$ cat config.mk
export PLATFORM = sky130hd
export DESIGN_NAME = booth_mul_arbiter
export DESIGN_NICKNAME = d
export VERILOG_FILES = /design/src/rtl/booth_mul_arbiter.sv
export SDC_FILE = /design/constraint.sdc
export NUM_CORES = 1
export LEC_CHECK = 0
export CAP_MARGIN = 20
export CORE_MARGIN = 2
export CORE_UTILIZATION = 39
export CTS_BUF_LIST = sky130_fd_sc_hd__clkbuf_4 sky130_fd_sc_hd__clkbuf_8 sky130_fd_sc_hd__clkbuf_16
export DETAILED_ROUTE_END_ITERATION = 7
export PLACE_DENSITY = 0.67
export SYNTH_ARGS = -nofsm -noshare
export SYNTH_HDL_FRONTEND = slang
export SYNTH_SLANG_ARGS = --single-unit
$ cat constraint.sdc
create_clock -name clk -period 8.4 [get_ports clk]
set_input_delay 1.26 -clock clk [delete_from_list [all_inputs] [get_ports clk]]
set_output_delay 1.26 -clock clk [all_outputs]
set_load 0.01 [all_outputs]
$ cat src/rtl/booth_mul_arbiter.sv
// Round-robin arbiter that time-shares one signed Booth multiplier.
// IDLE grants and captures, CALC registers the product, HOLD returns it.
module booth_mul_arbiter #(
   parameter int M_SIZE = 4,
   parameter int R_SIZE = 4,
   parameter int N_REQ  = 4,
   parameter int ID_W   = $clog2(N_REQ)
) (
   input  logic                       clk,
   input  logic                       rst_n,
   input  logic [N_REQ-1:0]           req_valid,
   output logic [N_REQ-1:0]           req_ready,
   input  logic [N_REQ*M_SIZE-1:0]    req_m,
   input  logic [N_REQ*R_SIZE-1:0]    req_r,
   output logic                       rsp_valid,
   input  logic                       rsp_ready,
   output logic [M_SIZE+R_SIZE-1:0]   rsp_res,
   output logic [ID_W-1:0]            rsp_id
);

   localparam int P_W = M_SIZE + R_SIZE;

   typedef enum logic [1:0] {
      IDLE,
      CALC,
      HOLD
   } state_t;

   state_t              state_q, state_d;
   logic [ID_W-1:0]     ptr_q, ptr_d;
   logic [ID_W-1:0]     id_q, id_d;
   logic [ID_W-1:0]     rid_q, rid_d;
   logic [M_SIZE-1:0]   m_q, m_d;
   logic [R_SIZE-1:0]   r_q, r_d;
   logic [P_W-1:0]      res_q, res_d;

   logic                gnt_vld;
   logic [ID_W-1:0]     gnt;
   logic [M_SIZE-1:0]   m_sel;
   logic [R_SIZE-1:0]   r_sel;
   logic [ID_W:0]       idx;
   logic [P_W-1:0]      mx;
   logic [P_W-1:0]      acc;
   logic [R_SIZE:0]     rx;
   logic [P_W-1:0]      prod;

   // Rotating priority search starting at ptr; nearest valid requester wins.
   always_comb begin
      gnt_vld = 1'b0;
      gnt     = '0;
      idx     = '0;
      m_sel   = '0;
      r_sel   = '0;
      for (int k = N_REQ - 1; k >= 0; k--) begin
         idx = {1'b0, ptr_q} + (ID_W+1)'(k);
         if (idx >= (ID_W+1)'(N_REQ)) begin
            idx = idx - (ID_W+1)'(N_REQ);
         end
         if (req_valid[idx[ID_W-1:0]]) begin
            gnt_vld = 1'b1;
            gnt     = idx[ID_W-1:0];
         end
      end
      for (int i = 0; i < N_REQ; i++) begin
         if (ID_W'(i) == gnt) begin
            m_sel = req_m[i*M_SIZE +: M_SIZE];
            r_sel = req_r[i*R_SIZE +: R_SIZE];
         end
      end
   end

   // Radix-2 Booth datapath on the captured operands, full-width sign-extended.
   always_comb begin
      mx  = {{(P_W-M_SIZE){m_q[M_SIZE-1]}}, m_q};
      rx  = {r_q, 1'b0};
      acc = '0;
      for (int i = 0; i < R_SIZE; i++) begin
         case (rx[i +: 2])
            2'b01:   acc = acc + (mx << i);
            2'b10:   acc = acc - (mx << i);
            default: acc = acc;
         endcase
      end
      prod = acc;
   end

   // Sequencer next-state: grant and capture, compute, then hold the response.
   always_comb begin
      state_d = state_q;
      ptr_d   = ptr_q;
      m_d     = m_q;
      r_d     = r_q;
      id_d    = id_q;
      res_d   = res_q;
      rid_d   = rid_q;
      unique case (state_q)
         IDLE: begin
            if (gnt_vld) begin
               m_d     = m_sel;
               r_d     = r_sel;
               id_d    = gnt;
               ptr_d   = (gnt == ID_W'(N_REQ - 1)) ? '0 : gnt + 1'b1;
               state_d = CALC;
            end
         end
         CALC: begin
            res_d   = prod;
            rid_d   = id_q;
            state_d = HOLD;
         end
         HOLD: begin
            if (rsp_ready) begin
               state_d = IDLE;
            end
         end
         default: state_d = IDLE;
      endcase
   end

   // State and datapath registers.
   always_ff @(posedge clk or negedge rst_n) begin
      if (!rst_n) begin
         state_q <= IDLE;
         ptr_q   <= '0;
         m_q     <= '0;
         r_q     <= '0;
         id_q    <= '0;
         res_q   <= '0;
         rid_q   <= '0;
      end else begin
         state_q <= state_d;
         ptr_q   <= ptr_d;
         m_q     <= m_d;
         r_q     <= r_d;
         id_q    <= id_d;
         res_q   <= res_d;
         rid_q   <= rid_d;
      end
   end

   assign req_ready = (rst_n && state_q == IDLE && gnt_vld)
                    ? (N_REQ'(1) << gnt) : '0;
   assign rsp_valid = (state_q == HOLD);
   assign rsp_res   = res_q;
   assign rsp_id    = rid_q;

endmodule

==> flow_metrics.py <==
metrics = {
    "worst_hold_path": {
        "hp-class": "flop to flop",
        "hold-path-endpoint": "rsp_id[0]",
        "whs_path_depth": 2,
        "min_from": "id_q[0]",
    },
    "cells_and_area": {
        "fill_cells": 682,
        "layout-drive-gt1-share_pct": 7.85,
        "antennaDiodeCount": 0,
        "num-nets-final": 457,
        "syn_to_final_growth_pct": 20.8,
    },
    "cts": {
        "clockBufferDepth": 2,
        "cts_root_buf": "clkbuf_8",
        "htreeDepth": 1,
        "numCtsBuffers": 3,
        "cts.clk_slew.worst_paths_ns": 0.09,
        "postCtsSetupRepairBufs": 0,
        "post_cts_resized": 0,
        "clk_latency_ns": 0.27,
        "cts_hold_buf": 0,
        "tritoncts": "yes",
        "clock-sinks": 24,
    },
    "grt": {
        "grt_overflow": 0,
        "antenna_found_initial": 0,
        "grt_usage_pct": 17.8,
        "grt_max_degree": 29,
        "grt_pass1_wl_mm": 11.4,
        "grt_pass1_vias": 2523,
    },
    "synthesis": {
        "synth_area_leaders": "dfrtp_1 22%, ha_1 8.6%, a21oi_1 7.6%, nor2_1 6.5%, nand2_1 4.4%",
        "netlist.area_leader.share_pct": 21.8,
        "synth_edf_count": 0,
        "synth_commonest_cells": "48 x nor2_1, 42 x a21oi_1, 32 x nand2_1",
        "ys.flop_type": "dfrtp_1",
        "syn_inst": 359,
        "yosys_register_bits": 24,
        "ys.warnings.count": 0,
        "yosys.cell_types.count": 59,
        "syn_avg_cell_area_sq_um": 7.67,
        "seq_area_frac_synth_pct": 21.8,
        "async_flop_share_pct": 100,
        "synth_top_area_cell": "dfrtp_1",
        "synth.most_common_cell": "nor2_1",
        "syn_area_sq_mm": 0.00275,
        "synthesis.nets": 420,
    },
    "timing": {
        "maxSlewViolCount": 0,
        "finClkSkew_ns": 0.0114,
        "hold_viol": 0,
        "min_period_ns": 5.91,
        "fin_crit_sh_pct": 70.4,
        "maxSlewHeadroom_pct": 37.5,
        "worstMarginPinSlew_ns": 0.938,
        "grt_setup_unrepaired": "false",
        "fmax_mhz": 169,
        "setup_viol": 0,
        "tns_ns": 0,
    },
    "detailed_routing": {
        "drc_errors": 0,
        "drt_iter0_drc": 118,
        "route.final.wire_length_mm": 6.48,
        "dr.pass1.iters": 4,
        "wl_per_cell_um": 13.2,
        "post_drt_via_cell_ratio": 5.25,
        "vias": 2576,
        "antenna_left": 0,
    },
    "die": {
        "start_util_pct": 40.5,
        "fp.dieH_um": 88.0,
        "rows": 30,
        "ioPinCount": 54,
        "core_area_sq_mm": 0.00679,
        "dieArea_sq_mm": 0.00775,
        "die_x_um": 88.0,
    },
    "setup_path": {
        "cp_top_family": "compound AO/OA/AOI/OAI gates",
        "required_ns": 8.54,
        "critical_path_arrival_ns": 6.05,
        "cp_max_fo": 17,
        "worst_path_most_repeated_cell": "ha_1",
        "max_stage_delay_ns": 0.54,
        "critPathCaptureType": "flop",
        "criticalPathCategory": "flop to flop",
        "timing.rr.end": "rsp_res[7]",
        "ff2ff_setup_slack_ns": 2.49,
        "start_kind": "flop",
        "reg2reg_from": "r_q[0]",
        "worst-path-buf-inv": 3,
        "critPathSlowestCell": "dfrtp_1",
        "rr_worst_depth": 26,
    },
    "run_status": {
        "status": "finished, final reports clean",
    },
    "job": {
        "cap_violations": 0,
    },
    "place": {
        "post-dp-hpwl_mm": 5.14,
        "portBuffers": 53,
        "gp_congestion": 0.829,
    },
}
==> cell usage in the layout (no fill, tap or decap), drive strengths merged, types with 6 or more instances in the layout <==
master and count:
xnor2 12, clkdlybuf4s50 53, nand2b 9, a21oi 42, xor2 7, a211oi 6
dfrtp 24, mux2 6, nor2 50, inv 22, o21ai 22, and3 7
nor2b 6, nor3 7, nand2 32, ha 19, o31ai 6
==> state kept, by name, summed over array words and instances, names as in the netlist <==
signal and count:
ptr_q 2, id_q 2, rsp_id 2, rsp_res 8, r_q 4, m_q 4, state_q 2
==> per-layer routing <==
| layer | vias up | routed length (um) | track usage, % | share of wire (%) |
|---|---|---|---|---|
| li1 | 1338 | - | - | - |
| met1 | 1168 | 3030 | 24.4 | 47 |
| met2 | 63 | 3040 | 30.0 | 47 |
| met3 | 7 | 340 | 2.73 | 5.2 |
| met4 | 0 | 72 | 3.17 | 1.1 |
| met5 | - | 0 | 0 | 0 |
==> worst min-delay path: stages, from the launching register on <==
cell and delay (ns):
dfrtp_1 0.35, nand2_1 0.05, nand2_1 0.05
==> kinds of logic after synthesis <==
kind of cell | share of synthesized area [%]
AND/OR/NAND/NOR | 22.3
AO/OA/AOI/OAI | 25.8
buffers and inverters | 9.00
flip-flops | 21.8
adder cells (fa/ha/maj) | 11.2
XOR/XNOR | 6.32
multiplexers | 3.55
==> metrics by stage <==
stage / util, % / hold WS [ns] / worst slack, ns / instance area [sq um] / cells
after floorplan: - / 0.439 / 3.11 / 2750 / 359
after global placement: 47.9 / 0.452 / 2.63 / 3250 / 487
after detailed placement: 47.9 / 0.459 / 2.53 / 3250 / 487
after CTS: 48.9 / 0.481 / 2.54 / 3320 / 491
after global routing: 48.9 / 0.515 / 2.02 / 3320 / 491
final: 48.9 / 0.477 / 2.49 / 3320 / 491
==> worst max path at each step <==
stage / startpoint / to / depth (start not counted)
2_1_floorplan: r_q[0] / rsp_res[7] / 28
3_3_place_gp: r_q[0] / rsp_res[7] / 26
3_5_place_dp: r_q[0] / rsp_res[7] / 26
4_1_cts: r_q[0] / rsp_res[7] / 26
5_1_grt: r_q[0] / rsp_res[7] / 26
6_report: r_q[0] / rsp_res[7] / 26
==> final cells by class <==
class	instances	area (sq um)	area share (%)
Clock buffer	3	41.3	1.24
Inverter	22	82.6	2.48
Multi-Input combinational cell	290	1900	57.3
Tap cell	96	120	3.61
Timing Repair Buffer	55	546	16.4
Sequential cell	24	601	18.1
Clock inverter	1	30.0	0.903
Power is not shown: default switching activity piles up to over one toggle a cycle in this logic, so the estimate is an artifact.
==> edit 1 (same settings) <==
`N_REQ`: 4 -> 2.
--- a/src/rtl/booth_mul_arbiter.sv
+++ b/src/rtl/booth_mul_arbiter.sv
@@ -4,5 +4,5 @@
    parameter int M_SIZE = 4,
    parameter int R_SIZE = 4,
-   parameter int N_REQ  = 4,
+   parameter int N_REQ  = 2,
    parameter int ID_W   = $clog2(N_REQ)
 ) (
Ports: changed (5 resized); port bits go from 54 to 33. The function was not compared with the original's and may differ.
==> edit 1 against the original RTL <==
Final area shrank 26%; sequential cell count down 3; routed wire length decreased by 31%; first-iteration DRC count down 19%; setup slack improved by 0.27 ns; critical endpoint unchanged; worst hold slack worse by 0.0065 ns; synthesized area is 26% lower; count of clock-buffer cells in the layout did not move; cell count is 32% lower.
Power is not shown: default switching activity piles up to over one toggle a cycle in this logic, so the estimate is an artifact.
==> edit 1: results (changes against the original RTL) <==
Placed cell count - 331 (-32%)
Final hold slack - 0.470 ns (-0.00647 ns)
Reg-to-reg startpoint - m_q[0]$_DFFE_PN0P_
Largest cells by area after synthesis - dfrtp_1 (26%), ha_1 (9.2%), inv_1 (4.8%)
Slew @ Worst Pin - 0.670 ns (-0.269 ns)
Post-synthesis sequential area ratio - 25.8% (+3.9 points)
Port Buf Inserts - 32 (-40%)
Place WS - 2.77 ns (+0.238 ns)
First-pass GRT wire length - 7.96 mm (-30%)
Post-synth top cells - inv_1 (26), dfrtp_1 (21), ha_1 (15), nor2_1 (15), a21oi_1 (14)
Synth Area in Compound Gates - 24.6% (-1.2 points)
Post-Syn Nets - 279 (-34%)
Hold Path End - ptr_q$_DFFE_PN0P_
Outcome - completed
Dpl cell area - 0.00239 mm2 (-26%)
Total track usage - 16.6% (-1.2 points)
Clock Skew - 0.00766 ns (-0.00374 ns)
Gpl congestion - 0.851 (+2.6%)
Crit path max fanout - 9 (-8)
Adder-Cell Fraction of Synth Area - 12.1% (+0.91 points)
Drt total wl - 4.49 mm (-31%)
CP arrival - 5.83 ns (-0.22 ns)
Number of vias per cell - 5.25 (about the same)
1st-iter DRT viols - 96 (-19%)
Period Utilization, post-route - 67.2% (-3.2 points)
Final nets - 306 (-33%)
Wire length per cell - 13.4 um (+1.3%)
Hold Path Origin - ptr_q$_DFFE_PN0P_
Post-synthesis xor/xnor area fraction - 4.29% (-2.0 points)
Share of post-route cells with drive strength above 1 - 7.89% (+0.047 points)
Fillcell total - 492 (-28%)
WHS Path Cells - 1 (-1)
Mux contribution to synthesized area - 5.46% (+1.9 points)
Cells after Synth - 240 (-33%)
Vias in the first global route - 1699 (-33%)
[edit 1: cell types whose count changed in the layout (fill, tap and decap cells not counted), sizes merged, moves of 6 or more]
| cell | delta |
|---|---|
| clkdlybuf4s50 | -21 |
| xnor2 | -7 |
| nor2 | -35 |
| and2 | +6 |
| o21ai | -11 |
| a222oi | +8 |
| a21oi | -28 |
| nand2 | -18 |
[edit 1: area by class of cell]
cell class                 count  area (um2)  share of cell area [%]
inverter                      26        97.6                    3.95
clock inverter                 1        5.00                   0.203
multi-input combinational    181        1360                    54.9
tap                           70        87.6                    3.55
sequential                    21         526                    21.3
timing repair buffer          34         355                    14.4
clock buffer                   3        41.3                    1.67
[edit 1: per-layer routing]
metal | GRT usage [%] | up-vias | wire (um)
met3 | 2.25 | 6 | 155
met2 | 27.8 | 35 | 2110
met5 | 0 | - | 0
li1 | - | 920 | -
met1 | 22.0 | 802 | 2150
met4 | 6.00 | 0 | 70
[edit 1: logic make-up (layout without fill, tap and decap cells)]
logic type / Yosys count / in the layout
simple gates: 74 / 74
compound gates: 69 / 69
buf+inv: 38 / 64
flops: 21 / 21
fa+ha+maj: 18 / 18
xor+xnor: 10 / 10
mux: 10 / 10
[edit 1: critical path, stage by stage, from the launching register on]
cell and delay, ns:
dfrtp_1 0.54, inv_1 0.11, ha_1 0.29, nand2b_1 0.28, nand3_1 0.21, inv_1 0.12, ha_1 0.26, inv_1 0.06
o221ai_1 0.12, a21oi_1 0.31, xor2_1 0.12, or3_1 0.34, nand2_1 0.08, ha_1 0.27, a21o_1 0.19, a21oi_1 0.16
xor2_1 0.15, nor2_1 0.06, and3_1 0.20, or2_2 0.29, ha_1 0.32, o21a_1 0.13, o21a_1 0.17, nor3_1 0.26
nand3_1 0.14, a22o_1 0.22, a31oi_1 0.17
[edit 1: worst max-delay path by stage]
stage               cells past startpoint  slack (ns)                endpoint               start
floorplan                              27        3.25  rsp_res[7]$_DFFE_PN0N_  r_q[0]$_DFFE_PN0P_
global placement                       26        2.93  rsp_res[7]$_DFFE_PN0N_  m_q[0]$_DFFE_PN0P_
detailed placement                     26        2.77  rsp_res[7]$_DFFE_PN0N_  m_q[0]$_DFFE_PN0P_
CTS                                    26        2.75  rsp_res[7]$_DFFE_PN0N_  m_q[0]$_DFFE_PN0P_
global route                           26        2.25  rsp_res[7]$_DFFE_PN0N_  m_q[0]$_DFFE_PN0P_
finish                                 26        2.76  rsp_res[7]$_DFFE_PN0N_  m_q[0]$_DFFE_PN0P_
==> edit 2 (config.mk and constraints unchanged) <==
Without the edit above. Re-encode `state_t` (3 states) as one-hot, 3 bits wide.
--- a/src/rtl/booth_mul_arbiter.sv
+++ b/src/rtl/booth_mul_arbiter.sv
@@ -21,8 +21,8 @@
    localparam int P_W = M_SIZE + R_SIZE;
 
-   typedef enum logic [1:0] {
-      IDLE,
-      CALC,
-      HOLD
+   typedef enum logic [2:0] {
+      IDLE = 3'b001,
+      CALC = 3'b010,
+      HOLD = 3'b100
    } state_t;
 
Formal check against the unedited RTL: same outputs for any inputs over 4 cycles, from zero or initial values and one cycle with rst_n low; so few cycles prove little.
==> edit 2 against the original RTL <==
Sequential cell count is 1 higher; worst hold slack worse by 0.0024 ns; via count is 0.74% higher; routed wire length is 3.5% higher; count of clock-buffer cells in the layout stayed put; synthesized area is 0.18% lower; setup slack worse by 0.13 ns; final area stayed put; critical path type unchanged.
Power is left out: the tool's default activity adds up to more than one toggle a clock period on the data nets, which glitch-free logic cannot reach.
==> edit 2: results (changes against the original RTL) <==
Outcome - completed
CP arrival - 6.20 ns (+0.15 ns)
Post-cts sizing count - 0 (unchanged)
Total track usage - 18.5% (+0.70 points)
Pin count of the biggest net entering global routing - 30 (+3.4%)
Vias in the first global route - 2590 (+2.7%)
Number of library cell types mapped by synthesis - 63 (+6.8%)
Fillcell total - 671 (-1.6%)
Placed cell count - 493 (+1.2%)
Overflow after GRT - 0 (unchanged)
Drt total wl - 6.71 mm (+3.5%)
Fmax - 165 MHz (-2.2%)
Crit path max fanout - 16 (-1)
Initial antenna violation count - 0 (unchanged)
Reg-to-reg startpoint - r_q[0]$_DFFE_PN0P_
Ys async rst share - 100% (unchanged)
Count leader, synth - nor2_1
CTS clk-pin slew, worst paths - 0.10 ns
ANT cells - 0 (unchanged)
Worst slew margin - 46.8% (+9.4 points)
Hold Path Origin - id_q[0]$_DFFE_PN0P_
Clk_lat worst skew - 0.27 ns (about the same)
Worst hold path class - register to register
R2R depth - 25 (-3.8%)
Dpl cell area - 0.00328 mm2 (+0.69%)
Clock buffer depth - 2 (unchanged)
1st-iter DRT viols - 122 (+3.4%)
Gpl congestion - 0.915 (+10%)
TritonCTS buffer count - 3 (unchanged)
Placed wire-length estimate - 5.28 mm (+2.7%)
WHS Path Cells - 2 (unchanged)
Post-synthesis sequential area ratio - 22.8% (+1.0 points)
Clock Skew - 0.00942 ns (-0.00198 ns)
Sequential cell area - 627 um2 (+4.4%)
Share of post-route cells with drive strength above 1 - 6.48% (-1.4 points)
Cells after Synth - 364 (+1.4%)
Place WS - 2.46 ns (-0.0700 ns)
Largest cells by area after synthesis - dfrtp_1 (22%), ha_1 (8.7%), a21oi_1 (6.7%)
Crit Path Category - register to register
Root buffer cell - clkbuf_8
Post-Syn Nets - 425 (+1.2%)
Port Buf Inserts - 53 (unchanged)
First-pass GRT wire length - 11.6 mm (+1.5%)
Final nets - 463 (+1.3%)
Warnings, synthesis - 0 (unchanged)
Post-synth top cells - nor2_1 (49), nand2_1 (44), a21oi_1 (37)
Number of vias per cell - 5.22 (-0.48%)
H-tree depth - 1 (unchanged)
Max reg flops - 8 (unchanged)
Fin cells - 497 (+1.2%)
Final hold slack - 0.474 ns (-0.00240 ns)
==> edit 2: cell types whose count changed after synthesis, sizes merged, moves of 3 or more <==
cell    before  now
nand2b       9    3
clkbuf      12   16
a211oi       6    2
nand2       32   44
a22oi        5    2
o21ai       22   25
a31oi        2    5
buf         11    8
a21oi       42   38
==> edit 2: layout make-up <==
class,count,area share [%]
clock inverter,1,0.226
inverter,21,2.37
timing repair buffer,57,16.9
multi-input combinational,294,56.8
tap,96,3.61
clock buffer,3,1.24
sequential,25,18.9
==> edit 2: cell families after synthesis <==
| kind of cell | Yosys count | synth area share (%) |
|---|---|---|
| simple gates | 140 | 23.8 |
| compound gates | 101 | 23.1 |
| buf+inv | 45 | 8.65 |
| flops | 25 | 22.8 |
| fa+ha+maj | 23 | 11.2 |
| xor+xnor | 18 | 5.74 |
| mux | 12 | 4.69 |
==> edit 2: layer usage <==
metal,global-route usage (%),wire [um]
met2,32.6,3180
met5,0,0
met3,3.68,315
met1,23.2,3120
met4,4.06,99
